<file path="src/rtl/risc_pkg.sv">
// risc_pkg: shared RV32I encodings for the multi-cycle control path.
package risc_pkg;
   localparam int RISCV_XLEN = 32;

   typedef enum logic [2:0] {FETCH, DECODE, EXEC, MEM, WB, TRAP} op_enum_ctrl_state;
   typedef enum logic [1:0] {PC_PC4, PC_TARGET, PC_ALU} op_enum_pc_sel;
   typedef enum logic [1:0] {OP_RF_SEL_ALU, OP_RF_SEL_MEM, OP_RF_SEL_PC, OP_RF_SEL_IMM} op_enum_wr_data_sel;
   typedef enum logic [2:0] {OP_SIZE_BYTE, OP_SIZE_HALF, OP_SIZE_WORD} op_enum_dmem_size;
   typedef enum logic [3:0] {
      OP_ALU_ADD  = 4'b0000, OP_ALU_SLL = 4'b0001, OP_ALU_SLT = 4'b0010, OP_ALU_SLTU = 4'b0011,
      OP_ALU_XOR  = 4'b0100, OP_ALU_SRL = 4'b0101, OP_ALU_OR  = 4'b0110, OP_ALU_AND  = 4'b0111,
      OP_ALU_SUB  = 4'b1000, OP_ALU_SRA = 4'b1101
   } op_enum_alu;

   localparam logic ALU_A_RS1 = 1'b0;
   localparam logic ALU_A_PC  = 1'b1;
   localparam logic ALU_B_RS2 = 1'b0;
   localparam logic ALU_B_IMM = 1'b1;

   localparam logic [6:0] OPC_LUI    = 7'h37;
   localparam logic [6:0] OPC_AUIPC  = 7'h17;
   localparam logic [6:0] OPC_JAL    = 7'h6F;
   localparam logic [6:0] OPC_JALR   = 7'h67;
   localparam logic [6:0] OPC_BRANCH = 7'h63;
   localparam logic [6:0] OPC_LOAD   = 7'h03;
   localparam logic [6:0] OPC_STORE  = 7'h23;
   localparam logic [6:0] OPC_OP_IMM = 7'h13;
   localparam logic [6:0] OPC_OP     = 7'h33;
   localparam logic [6:0] OPC_SYSTEM = 7'h73;
endpackage

</file>
<file path="src/rtl/risc_alu_dec.sv">
// risc_alu_dec: {opcode, funct7[5], funct3} to ALU op, flags encodings this core cannot execute.
module risc_alu_dec
   import risc_pkg::*;
(
   input  logic [6:0] opcode,
   input  logic       funct7_b5,
   input  logic [2:0] funct3,
   output logic [3:0] alu_op,
   output logic       illegal
);
   always_comb begin
      alu_op = OP_ALU_ADD;
      illegal = 1'b0;
      case (opcode)
         OPC_OP: begin
            alu_op = {funct7_b5, funct3};
            illegal = funct7_b5 && funct3 != 3'b000 && funct3 != 3'b101;
         end
         OPC_OP_IMM: alu_op = {funct7_b5 && funct3 == 3'b101, funct3};
         OPC_LOAD: illegal = funct3 == 3'b011 || funct3[2:1] == 2'b11;
         OPC_STORE: illegal = funct3[2] || funct3 == 3'b011;
         OPC_LUI, OPC_AUIPC, OPC_JAL, OPC_JALR, OPC_BRANCH, OPC_SYSTEM: ;
         default: illegal = 1'b1;
      endcase
   end
endmodule

</file>
<file path="src/rtl/risc_mc_ctrl.sv">
// risc_mc_ctrl: multi-cycle RV32I control FSM driving a shared datapath.
// Define RISC_CTRL_PERF_EN to build the cycle/instret counters.
module risc_mc_ctrl
   import risc_pkg::*;
#(
   parameter int XLEN = RISCV_XLEN
) (
   input  logic            clk,
   input  logic            rst_n,
   input  logic [31:0]     instr,
   input  logic            br_cond,
   output logic            imem_req,
   input  logic            imem_ready,
   output logic            dmem_req,
   output logic            dmem_we,
   output logic [2:0]      dmem_size,
   output logic            dmem_unsigned,
   input  logic            dmem_ready,
   output logic            ir_we,
   output logic            pc_we,
   output logic [1:0]      pc_sel,
   output logic [3:0]      alu_op,
   output logic            alu_src_a,
   output logic            alu_src_b,
   output logic            rf_we,
   output logic [1:0]      rf_wr_sel,
   output logic            illegal,
   output logic [XLEN-1:0] cycle_cnt,
   output logic [XLEN-1:0] instret_cnt
);
   op_enum_ctrl_state state, state_nxt;
   logic [6:0] opc;
   logic [2:0] f3;
   logic [3:0] dec_alu;
   logic is_load, is_store, is_mem, bad_f7, dec_illegal, unused_instr;

   assign opc = instr[6:0];
   assign f3 = instr[14:12];
   assign is_load = opc == OPC_LOAD;
   assign is_store = opc == OPC_STORE;
   assign is_mem = is_load || is_store;
   assign bad_f7 = opc == OPC_OP && (instr[31] || |instr[29:25]);
   assign unused_instr = ^{instr[24:15], instr[11:7]};
   assign illegal = state == TRAP;

   risc_alu_dec u_alu_dec (
      .opcode    (opc),
      .funct7_b5 (instr[30]),
      .funct3    (f3),
      .alu_op    (dec_alu),
      .illegal   (dec_illegal)
   );

   always_ff @(posedge clk or negedge rst_n)
      if (!rst_n) state <= FETCH;
      else state <= state_nxt;

   always_comb begin
      state_nxt = state;
      case (state)
         FETCH:   state_nxt = imem_ready ? DECODE : FETCH;
         DECODE:  state_nxt = (dec_illegal || bad_f7) ? TRAP : EXEC;
         EXEC:    state_nxt = is_mem ? MEM : FETCH;
         MEM:     state_nxt = dmem_ready ? (is_store ? FETCH : WB) : MEM;
         WB:      state_nxt = FETCH;
         default: state_nxt = TRAP;
      endcase
   end

   // Gating on rst_n drops any outstanding request the moment reset asserts.
   always_comb begin
      imem_req = 1'b0;
      ir_we = 1'b0;
      pc_we = 1'b0;
      pc_sel = PC_PC4;
      alu_op = OP_ALU_ADD;
      alu_src_a = ALU_A_RS1;
      alu_src_b = ALU_B_RS2;
      rf_we = 1'b0;
      rf_wr_sel = OP_RF_SEL_ALU;
      dmem_req = 1'b0;
      dmem_we = 1'b0;
      dmem_size = OP_SIZE_BYTE;
      dmem_unsigned = 1'b0;
      if (rst_n) begin
         case (state)
            FETCH: begin
               imem_req = 1'b1;
               ir_we = imem_ready;
            end
            EXEC: begin
               alu_op = dec_alu;
               alu_src_a = opc == OPC_AUIPC ? ALU_A_PC : ALU_A_RS1;
               alu_src_b = (opc == OPC_OP || opc == OPC_BRANCH) ? ALU_B_RS2 : ALU_B_IMM;
               rf_we = !(is_mem || opc == OPC_BRANCH || opc == OPC_SYSTEM);
               rf_wr_sel = opc == OPC_LUI ? OP_RF_SEL_IMM :
                           (opc == OPC_JAL || opc == OPC_JALR) ? OP_RF_SEL_PC : OP_RF_SEL_ALU;
               pc_we = !is_mem;
               pc_sel = opc == OPC_JAL ? PC_TARGET :
                        opc == OPC_JALR ? PC_ALU :
                        (opc == OPC_BRANCH && br_cond) ? PC_TARGET : PC_PC4;
            end
            MEM: begin
               alu_src_b = ALU_B_IMM;
               dmem_req = 1'b1;
               dmem_we = is_store;
               dmem_size = f3[1:0] == 2'b00 ? OP_SIZE_BYTE :
                           f3[1:0] == 2'b01 ? OP_SIZE_HALF : OP_SIZE_WORD;
               dmem_unsigned = is_load && f3[2];
               pc_we = is_store && dmem_ready;
            end
            WB: begin
               rf_we = 1'b1;
               rf_wr_sel = OP_RF_SEL_MEM;
               pc_we = 1'b1;
            end
            default: ;
         endcase
      end
   end

`ifdef RISC_CTRL_PERF_EN
   always_ff @(posedge clk or negedge rst_n)
      if (!rst_n) begin
         cycle_cnt <= '0;
         instret_cnt <= '0;
      end else if (state != TRAP) begin
         cycle_cnt <= cycle_cnt + XLEN'(1);
         instret_cnt <= instret_cnt + XLEN'(pc_we);
      end
`else
   assign cycle_cnt = '0;
   assign instret_cnt = '0;
`endif
endmodule

</file>
<file path="config.mk">
export PLATFORM = sky130hd
export DESIGN_NAME = risc_mc_ctrl
export DESIGN_NICKNAME = d
export VERILOG_FILES = /design/src/rtl/risc_pkg.sv /design/src/rtl/risc_alu_dec.sv /design/src/rtl/risc_mc_ctrl.sv
export SDC_FILE = /design/constraint.sdc
export NUM_CORES = 1
export LEC_CHECK = 0
export CELL_PAD_IN_SITES_DETAIL_PLACEMENT = 1
export CELL_PAD_IN_SITES_GLOBAL_PLACEMENT = 2
export CORE_MARGIN = 1
export CORE_UTILIZATION = 12
export DETAILED_ROUTE_END_ITERATION = 16
export PLACE_DENSITY_LB_ADDON = 0.1
export SYNTH_ARGS = -nofsm -noshare
export SYNTH_HDL_FRONTEND = slang
export SYNTH_SLANG_ARGS = --single-unit
export TNS_END_PERCENT = 50
</file>
<file path="constraint.sdc">
create_clock -name clk -period 1.9 [get_ports clk]
set_input_delay 0.19 -clock clk [delete_from_list [all_inputs] [get_ports clk]]
set_output_delay 0.19 -clock clk [all_outputs]
set_load 0.02 [all_outputs]
</file>
After elaboration in Yosys (flattened, before gate mapping) --
Index checks and enable logic that the tools add are counted.
Word-level totals: register bits after elaboration 3, output and inout port bits 85
Cells by class: mux-type cells 43, reduce and logical (&&, ||, !) cells 23, equal/unequal tests 20
Operator list (number):
- $eq 7x7->1 const B | 4
- $mux 2 | 12
- $eq 7x6->1 const B | 3
- $mux 1 | 19
- $pmux 3 s5 | 1
- $eq 7x5->1 const B | 2
- $eq 3x2->1 const B | 3
- $eq 3x3->1 const B | 3
- $logic_or 1x1->1 | 9
- $mux 3 | 3
- $mux 4 | 2
- $pmux 4 s2 | 1
- $eq 7x2->1 const B | 1
- $logic_and 1x1->1 | 7
- $reduce_or 7->1 | 1
- $reduce_or 5->1 | 1
- $pmux 1 s2 | 2
- $pmux 1 s4 | 1
- $pmux 2 s2 | 1
- $eq 3x1->1 const B | 1
- $logic_not 3->1 | 1
- $ne 3x3->1 const B | 1
- $pmux 1 s3 | 1
- $reduce_bool 3->1 | 1
- other kinds (4) | 5

Longest topological paths before layout --
Gate-level depths: netlist (run 1).
depth in word-level cells 7, gate-level depth with buffers 6, gate-level depth less buffers 5

Hierarchy --
From an unflattened synthesis (run 1), not the netlist that was laid out.
Unflattened totals: cell total of the unflattened synthesis 157, area, all modules 1178.6 um^2
Modules (own cells, without submodules):
- risc_mc_ctrl | cells an instance 136, area an instance 1037.2 um^2, times used 1
- risc_alu_dec | cells an instance 21, area an instance 141.4 um^2, times used 1

Worst setup path before layout (run 1) --
No wires, ideal clock.
path type reg-to-output, from reg state[2], to out pc_sel[0], buffers on the path 0, data required time 1.710 ns, setup slack 0.068 ns, stages on the path, launching flop included 4, arrival 1.642 ns, cell sequence dfrtp_1 and2b_1 nand2_1 nor4b_1
Between the ends: cells in the longest elaborated chain, start to end 3
Ends and longest elaborated chain:
- start: declaration | line risc_mc_ctrl.sv:31 | op_enum_ctrl_state state, state_nxt;
- start signal: assignment | line risc_mc_ctrl.sv:56 | else state <= state_nxt;
- $eq 3x2->1 | line risc_mc_ctrl.sv:86 | case (state)
- $mux 2 | line risc_mc_ctrl.sv:86
- $mux 2 | line risc_mc_ctrl.sv:85 | if (rst_n) begin
- end: declaration | line risc_mc_ctrl.sv:21 | output logic [1:0] pc_sel,
No other way between the ends.

Final worst setup path (run 1) --
from in instr[6], to out alu_op[3]
Between the ends: cells in the longest elaborated chain, start to end 4, elaborated cells on any way between the ends 5
Ends and longest elaborated chain:
- start: declaration | line risc_mc_ctrl.sv:10 | input logic [31:0] instr,
- $eq 7x5->1 or $eq 7x6->1 (tied branches) | line risc_alu_dec.sv:14 | case (opcode)
- $pmux 4 s2 * | line risc_alu_dec.sv:14
- $mux 4 * | line risc_mc_ctrl.sv:86
- $mux 4 * | line risc_mc_ctrl.sv:85
- end: declaration | line risc_mc_ctrl.sv:22 | output logic [3:0] alu_op,
Mark *: on every way between the ends. The rest lies on a longest branch, timed or not.

==> impl_metrics.ini, run 1 <==
[route]
drc = 0
viasPerCell = 3.30
dr.first_iter.drc_count = 14
drt-total-wl_um = 3690
num_vias = 1111
dr.pass1.iters = 6
wire_per_inst_um = 10.9
ant_nets = 0

[logic_synthesis]
syn_avg_cell_area_sq_um = 7.01
yosys.cell_count.top_type = buf_4
ys_ff_latch = 3
synth_top_cell_by_area = buf_4
post-synth-top-area-fraction_pct = 44.9
synth_edf_count = 0
synth_cell_types = 38
ys_warn_count = 0
async_reset_ff_share_pct = 100
synth_cells = 155
netlist_area_sq_um = 1090
synth_area_leaders = buf_4 45%, dfrtp_1 6.9%, nand2b_1 3.5%, a21oi_1 3.2%, nor4_1 2.9%
synth_seq_area_share_pct = 6.91
ys.flop_type = dfrtp_1
yosys-top-cells-count = 65 x buf_4, 8 x nor2_1, 7 x a21oi_1, 7 x nand2_1

[clocking]
cts_root_buf = clkbuf_8
clockBufferDepth = 2
clock_latency_ns = 0.21
htree_num_levels = 1
ctsHoldBuffers = 0
cts.sinks = 3
clkSlewWorstSetupHoldPaths_ns = 0.03
cts_tree = done
cts_buffers = 3

[global_route]
grt_pass1_wl_um = 5700
gr-total-overflow = 0
use_met1_pct = 8.38
met2_usage_pct = 14.6
grt_pass1_vias = 1150
grt_start_max_net_pins = 12
grtUsageTotal_pct = 7.47
use_met3_pct = 0.719
antenna_found_initial = 0
busiest_layer = met2

[power]
power_mw = 0.687
p_int_mw = 0.376
power.leakage_nw = 0.850
netSwitchingPower_mw = 0.311
switching_share_pct = 45.3
comb_power_share_pct = 61.7
power.density_nw_per_um2 = 407
peakVddDrop_mv = 0.152
seqPwrFrac_pct = 11.7
p_clk_share_pct = 26.7

[floorplanning]
io_pins = 122
start_util_pct = 12.5
fp.dieW_um = 97.1
dieArea_sq_um = 9440
core_area_sq_um = 8720
rows = 34
die_h_um = 97.1

[setup_path]
cpLargestDelayFamily = simple AND/OR/NAND/NOR gates
startpoint_type = input pin
slowest_stage = or3_4
cp_num_buf_inv = 2
critPathMaxStageDelay_ns = 0.41
required_ns = 1.71
critical_path_class = in -> out
arrival_ns = 1.66
cp_max_fo = 4
crit_chain = dlygate4sd2_1, nand2b_4, or3_4, nor3_4, and3_1, clkdlybuf4s15_2
setup.worst_path.end_class = primary output

[cells_and_area]
seq_area_sq_um = 75.1
area_delta_synth_final_pct = 55.5
nFillCells = 1077
largest_register_ffs = 3
diodes = 0
biggestRegsByFlops = state: 3 flops
largest-register = state
drive_gt1_share_pct = 28.8
final_nets = 267
multi_input_area_sq_um = 806

[run]
maxCapViolCount = 0

[timing]
fmaxAchievable_mhz = 541
rsz0062_at_grt = true
fin_crit_sh_pct = 97.2
fin_crit_ns = 1.85
finalMaxSlewViolations = 0
final-setup-viol-count = 0
setup-tns-final_ns = 0
fin_skew_ns = 0.000779
timing_hold_violations_final = 0

[placed_design]
place_congestion = 0.684
place_hpwl_um = 3200
port_buffers = 41

[outcome]
status = complete, no violations

[worst_hold_path]
holdCritPathClass = in -> async
## cell families after synthesis
group | synth area share (%)
AOI/OAI and AO/OA | 13.4
and+or+nand+nor | 31.0
other | 0.345
DFF | 6.91
xor gates and xnor gates | 0.807
buffers and inverters | 47.6
## cell type report
| cell class | count | share of cell area (%) |
|---|---|---|
| flip-flops and latches | 3 | 4.44 |
| clock buffers | 4 | 2.67 |
| well taps | 108 | 8.00 |
| multi-input cells | 144 | 47.7 |
| repair buffers | 74 | 36.3 |
| inverters | 4 | 0.889 |
## final timing paths
path	slack, ns	cells past startpoint	end	startpoint
setup / recovery	0.05	6	alu_op[3]	instr[6]
hold / removal	0.27	2	state[2]	rst_n
setup reg to reg	0.34	4	state[1]	state[2]
hold reg to reg	0.75	3	state[2]	state[0]
max in group asynchronous	1.52	2	state[0]	rst_n
min in group clk	0.69	5	state[1]	instr[1]
## power by group through the flow
stage,combinational (mW),clock [mW],sequential [mW]
2_1_floorplan,0.344,0,0.0846
3_3_place_gp,0.424,0,0.0798
3_5_place_dp,0.427,0,0.0802
4_1_cts,0.425,0.189,0.0803
5_1_grt,0.458,0.194,0.0810
6_report,0.424,0.183,0.0800
## metrics by stage
stage	hold WS [ns]	cell area (sq um)	util, %	std cells	setup WS (ns)
floorplan	-0.106	1330	-	219	0.0683
global placement	0.501	1620	18.6	333	-0.680
detailed placement	0.489	1620	18.6	333	-0.683
CTS	0.270	1690	19.3	337	0.00423
global route	0.274	1690	19.4	337	-0.0380
finish	0.269	1690	19.4	337	0.0530
## layer usage
layer	vias to the layer above	part of all wire, %
met5	-	0
met1	505	40
met2	56	54
met3	2	5.5
met4	0	0.54
li1	548	-
## what timing repair did
action | in CTS | in global routing
cloned | 0 | 0
setup endpoints to repair | 21 | 9
buffers inserted | 1 | 0
gates resized for setup | 68 | 12
pin swaps | 4 | 2
## cells in the final DEF (no fill, tap or decap), drive strengths merged, types with 2 or more instances in the layout
cell,count
nand2,8
nor2b,3
nor4,5
clkdlybuf4s50,15
clkdlybuf4s15,2
dlygate4sd2,15
buf,40
nor2,8
inv,4
conb,65
nor3,4
or3,3
and3,3
clkbuf,5
and2,4
a21oi,7
dfrtp,3
o21ai,6
nand2b,6
nand3,3
Note: power is estimated with default switching activity, not from simulation.
==> inputs of run 2 (changes only) <==
==> constraint.sdc (replaced) <==
create_clock -name clk -period 1.9 [get_ports clk]
set_input_delay 0.285 -clock clk [delete_from_list [all_inputs] [get_ports clk]]
set_output_delay 0.285 -clock clk [all_outputs]
set_load 0.02 [all_outputs]
==> run 2 against run 1 <==
  * Clock power about the same
  * Global-route usage up 0.17 points
  * Clock skew about the same
  * Via count rose by 2.8%
  * Sequential cell count did not move
  * Count of clock-buffer cells in the layout did not move
  * Sequential power is 3.7% higher
  * Fmax increased by 0.50%
  * Core utilization grew 1.9 points
==> impl_metrics.ini, run 2 (synthesized netlist as in run 1, its figures left out) <==
[outcome]
status = complete, no violations

[setup_path]
timing.rr.end = state[1]
required_ns = 1.62
startpoint_type = input pin
r2r_cells = 4
rrSetupSlack_ns = 0.30
critPathMaxStageDelay_ns = 0.40
worst_path_most_repeated_cell = buf_6
slowest_stage = or3_4
arrival_ns = 1.55
crit_chain = buf_6, nand2_2, buf_6, or3_4, or3_4, a21oi_2, buf_6
cp_max_fo = 4
critical_path_class = in -> out
regToRegStartpoint = state[0]
setup.worst_path.end_class = primary output

[floorplanning]
core_area_sq_um = 8720
fp.dieW_um = 97.1
dieArea_sq_um = 9440
io_pins = 122
die_h_um = 97.1
start_util_pct = 12.5
rows = 34

[timing]
rsz0062_at_grt = false
fin_ws_ns = 0.0621
worst_slew_pin_slew_ns = 0.517
hold_slack_ns = 0.0251
timing_hold_violations_final = 0
fmaxAchievable_mhz = 544
fin_crit_ns = 1.84
slew_headroom_pct = 65.2
final-setup-viol-count = 0
setup-tns-final_ns = 0
fin_crit_sh_pct = 96.7
finalMaxSlewViolations = 0
fin_skew_ns = 0.000962

[clocking]
cts_root_buf = clkbuf_8
cts.sinks = 3
cts_tree = done
clkSlewWorstSetupHoldPaths_ns = 0.03
clockBufferDepth = 2
ctsHoldBuffers = 0
clock_latency_ns = 0.21
htree_num_levels = 1
cts_buffers = 3

[placed_design]
place_congestion = 0.726
placed_area_sq_um = 1630
preCtsSetupSlack_ns = -0.805
place_hpwl_um = 3170
port_buffers = 41

[cells_and_area]
biggestRegsByFlops = state: 3 flops
nFillCells = 1037
postLayoutCellArea_sq_um = 1860
final_nets = 271
diodes = 0
largest-register = state
largest_register_ffs = 3
layout_common_cells = 65 x conb_1, 38 x buf_4, 13 x clkdlybuf4s50_1
area_delta_synth_final_pct = 70.9
final_common_cell = conb_1
drive_gt1_share_pct = 41.6

[route]
num_vias = 1142
wire_per_inst_um = 11.0
drt-total-wl_um = 3750
viasPerCell = 3.35
dr.first_iter.drc_count = 25
drc = 0
dr.pass1.iters = 4
ant_nets = 0

[global_route]
antenna_found_initial = 0
grt_pass1_vias = 1191
grtUsageTotal_pct = 7.64
gr-total-overflow = 0
grt_pass1_wl_um = 5970
grt_start_max_net_pins = 12

[power]
peakVddDrop_mv = 0.134
p_clk_share_pct = 25.0
switching_share_pct = 45.3
p_int_mw = 0.400
netSwitchingPower_mw = 0.331
power.leakage_nw = 0.930
comb_power_share_pct = 63.7
power.density_nw_per_um2 = 394
seqPwrFrac_pct = 11.3

[worst_hold_path]
holdCritPathClass = in -> async

[run]
maxCapViolCount = 0
run 2: changes by cell type in the layout (fill, tap and decap cells not counted), moves of 2 or more:
cell / previous run / this run
o21ai_1: 3 / 1
a21oi_1: 7 / 5
buf_6: 1 / 10
nor4_1: 5 / 2
dlygate4sd2_1: 15 / 4
nor4_2: 0 / 2
buf_4: 34 / 38
o21ai_2: 0 / 2
a21oi_2: 0 / 2
buf_2: 5 / 9
clkdlybuf4s50_1: 15 / 13
run 2: power groups by stage:
stage	registers, mW	clock network (mW)	logic (mW)
final	0.0830	0.183	0.466
after global routing	0.0837	0.193	0.503
after CTS	0.0831	0.188	0.446
after detailed placement	0.0810	0	0.431
after global placement	0.0798	0	0.430
after floorplan	0.0846	0	0.344
run 2: timing repair:
action / 4_1_cts / 5_1_grt
pin swaps: 13 / 11
setup endpoints to repair: 23 / 18
endpoints found under the hold margin: 0 / 0
setup buffers: 2 / 2
resized for setup: 137 / 22
run 2: critical path, delay by kind of cell:
family / cells / cell delay (ns)
AND/OR/NAND/NOR: 3 / 0.80
buffers and inverters: 3 / 0.31
AO/OA/AOI/OAI: 1 / 0.15
run 2: metal layers:
| metal | global-route usage [%] | routed length (um) |
|---|---|---|
| met5 | 0 | 0 |
| met1 | 9.03 | 1530 |
| met4 | 1.38 | 0 |
| met2 | 14.4 | 1990 |
| met3 | 1.37 | 233 |
run 2: worst max path at each step:
stage | cells past startpoint | slack, ns | end | startpoint
final | 7 | 0.06 | rf_wr_sel[0] | instr[0]
after global routing | 4 | 0.01 | imem_req | state[0]
after CTS | 6 | -0.01 | alu_op[3] | rst_n
after detailed placement | 7 | -0.80 | alu_op[3] | instr[1]
after global placement | 7 | -0.88 | alu_op[3] | instr[0]
after floorplan | 3 | 0.05 | alu_op[2] | state[2]
run 2: cell type report:
cell class,instances,area (sq um),area share [%]
timing repair buffer,78,656,35.3
inverter,4,15.0,0.809
tap,108,135,7.28
clock buffer,4,45.0,2.43
multi-input combinational,144,930,50.1
sequential,3,75.1,4.05
run 2: metrics by stage:
step / cells / util [%] / power, mW
floorplan: 219 / - / 0.429
global placement: 334 / 18.7 / 0.510
detailed placement: 334 / 18.7 / 0.512
CTS: 339 / 20.2 / 0.717
global route: 341 / 21.3 / 0.780
finish: 341 / 21.3 / 0.732
==> inputs of run 3 (changes only) <==
- clock period: 1.9 -> 1.71 ns (I/O delays scaled with it)
==> run 3 against run 2 <==
  * The flow now finishes with violations (setup timing)
  * Final area rose by 7.0%
  * Clock skew rose by 0.0033 ns
  * Die area did not move
  * Total power rose by 19%
  * Sequential share of layout area fell by 0.20 points
  * Core utilization rose by 1.5 points
  * Critical path type unchanged
  * Highest routed layer is now met4
==> impl_metrics.ini, run 3 (synthesized netlist as in run 1, its figures left out) <==
[outcome]
status = complete, but fails checks
violations = setup timing

[placed_design]
port_buffers = 41
place_hpwl_um = 3220
place_congestion = 0.729
dpl.cell_count = 335

[timing]
fin_crit_ns = 1.79
finalMaxSlewViolations = 0
fin_crit_sh_pct = 104
setup-tns-final_ns = -0.306
fin_ws_ns = -0.0758
timing_hold_violations_final = 0
fin_skew_ns = 0.00431
fmaxAchievable_mhz = 560
rsz0062_at_grt = true
worst_slew_pin_slew_ns = 0.465
slew_headroom_pct = 68.2
final-setup-viol-count = 8

[setup_path]
slowest_stage = or3_4
r2r_cells = 4
critical_path_class = in -> out
cp_max_fo = 4
critPathMaxStageDelay_ns = 0.40
regToRegStartpoint = state[1]
setup.worst_path.end_class = primary output
arrival_ns = 1.53
timing.rr.end = state[1]
crit_chain = buf_6, nand2b_4, or3_4, or3_4, a21oi_2, buf_6
rrSetupSlack_ns = 0.06
required_ns = 1.45
startpoint_type = input pin

[global_route]
use_met3_pct = 1.08
grt_start_max_net_pins = 12
grt_pass1_wl_um = 6040
met2_usage_pct = 14.3
busiest_layer = met2
grt_pass1_vias = 1179
use_met1_pct = 9.26
gr-total-overflow = 0
antenna_found_initial = 0
grtUsageTotal_pct = 7.73

[cells_and_area]
seq_area_sq_um = 76.3
largest-register = state
stdcell_count = 349
drive_gt1_share_pct = 47.7
diodes = 0
biggestRegsByFlops = state: 3 flops
layout_common_cells = 65 x conb_1, 47 x buf_4, 14 x buf_6
final_nets = 279
area_delta_synth_final_pct = 82.8
final_common_cell = conb_1
multi_input_area_sq_um = 985
largest_register_ffs = 3
nFillCells = 1047

[power]
power.density_nw_per_um2 = 439
peakVddDrop_mv = 0.140
power.leakage_nw = 0.979
power_mw = 0.872

[floorplanning]
io_pins = 122
dieArea_sq_um = 9440
start_util_pct = 12.5
core_area_sq_um = 8720
fp.dieW_um = 97.1
die_h_um = 97.1
rows = 34

[route]
drt-total-wl_um = 4020
drc = 0
dr.pass1.iters = 4
ant_nets = 0
dr.first_iter.drc_count = 21
wire_per_inst_um = 11.5
viasPerCell = 3.35
num_vias = 1170

[clocking]
htree_num_levels = 1
clkSlewWorstSetupHoldPaths_ns = 0.03
cts_tree = done
cts_root_buf = clkbuf_8
clock_latency_ns = 0.22
clockBufferDepth = 2
cts.sinks = 3
cts_buffers = 3

[worst_hold_path]
holdCritPathClass = in -> async

[run]
maxCapViolCount = 0
## run 3: cell count changes in the layout (fill, tap and decap cells not counted), moves of 3 or more
cell,change
buf_6,+4
buf_4,+9
buf_2,-4
clkbuf_2,+3
## run 3: repair_timing
action | CTS | global route
endpoints found under the setup margin | 23 | 20
hold buffers | 0 | 0
setup buffers | 4 | 5
resized for setup | 165 | 35
endpoints found under the hold margin | 0 | 0
cloned | 0 | 1
pin swaps | 17 | 12
## run 3: metrics by stage
stage	util, %	area (sq um)	setup slack, ns	hold WS (ns)
detailed placement	18.8	1640	-0.944	0.571
global route	22.8	1990	-0.125	0.119
finish	22.8	1990	-0.0758	0.104
CTS	21.3	1860	-0.0999	0.0933
global placement	18.8	1640	-1.02	0.584
floorplan	-	1330	-0.113	-0.0391
## run 3: power by group
group,switching (mW),internal (mW)
registers,0.0133,0.0843
clock network,0.0471,0.159
logic,0.334,0.235
## run 3: per-layer routing
layer,part of all wire (%),wire length [um]
met3,6.6,264
met5,0,0
met4,0.35,14
met2,53,2120
met1,40,1620
## run 3: layout make-up
| class | instances | share of cell area (%) |
|---|---|---|
| multi-input combinational | 144 | 49.6 |
| timing repair buffer | 86 | 36.7 |
| tap | 108 | 6.81 |
| sequential | 3 | 3.84 |
| clock buffer | 4 | 2.27 |
| inverter | 4 | 0.756 |
## run 3: worst max path at each step
stage	from	end	slack (ns)	depth (start not counted)
6_report	instr[6]	rf_wr_sel[0]	-0.08	6
5_1_grt	state[2]	pc_sel[0]	-0.12	5
3_5_place_dp	instr[1]	alu_op[3]	-0.94	7
4_1_cts	instr[6]	rf_wr_sel[0]	-0.1	6
2_1_floorplan	state[2]	alu_op[2]	-0.11	3
3_3_place_gp	instr[0]	alu_op[3]	-1.02	7
## run 3: critical path, delay by kind of cell
| kind | cells | cell delay [ns] |
|---|---|---|
| compound gates | 1 | 0.15 |
| buf+inv | 2 | 0.22 |
| simple gates | 3 | 0.90 |
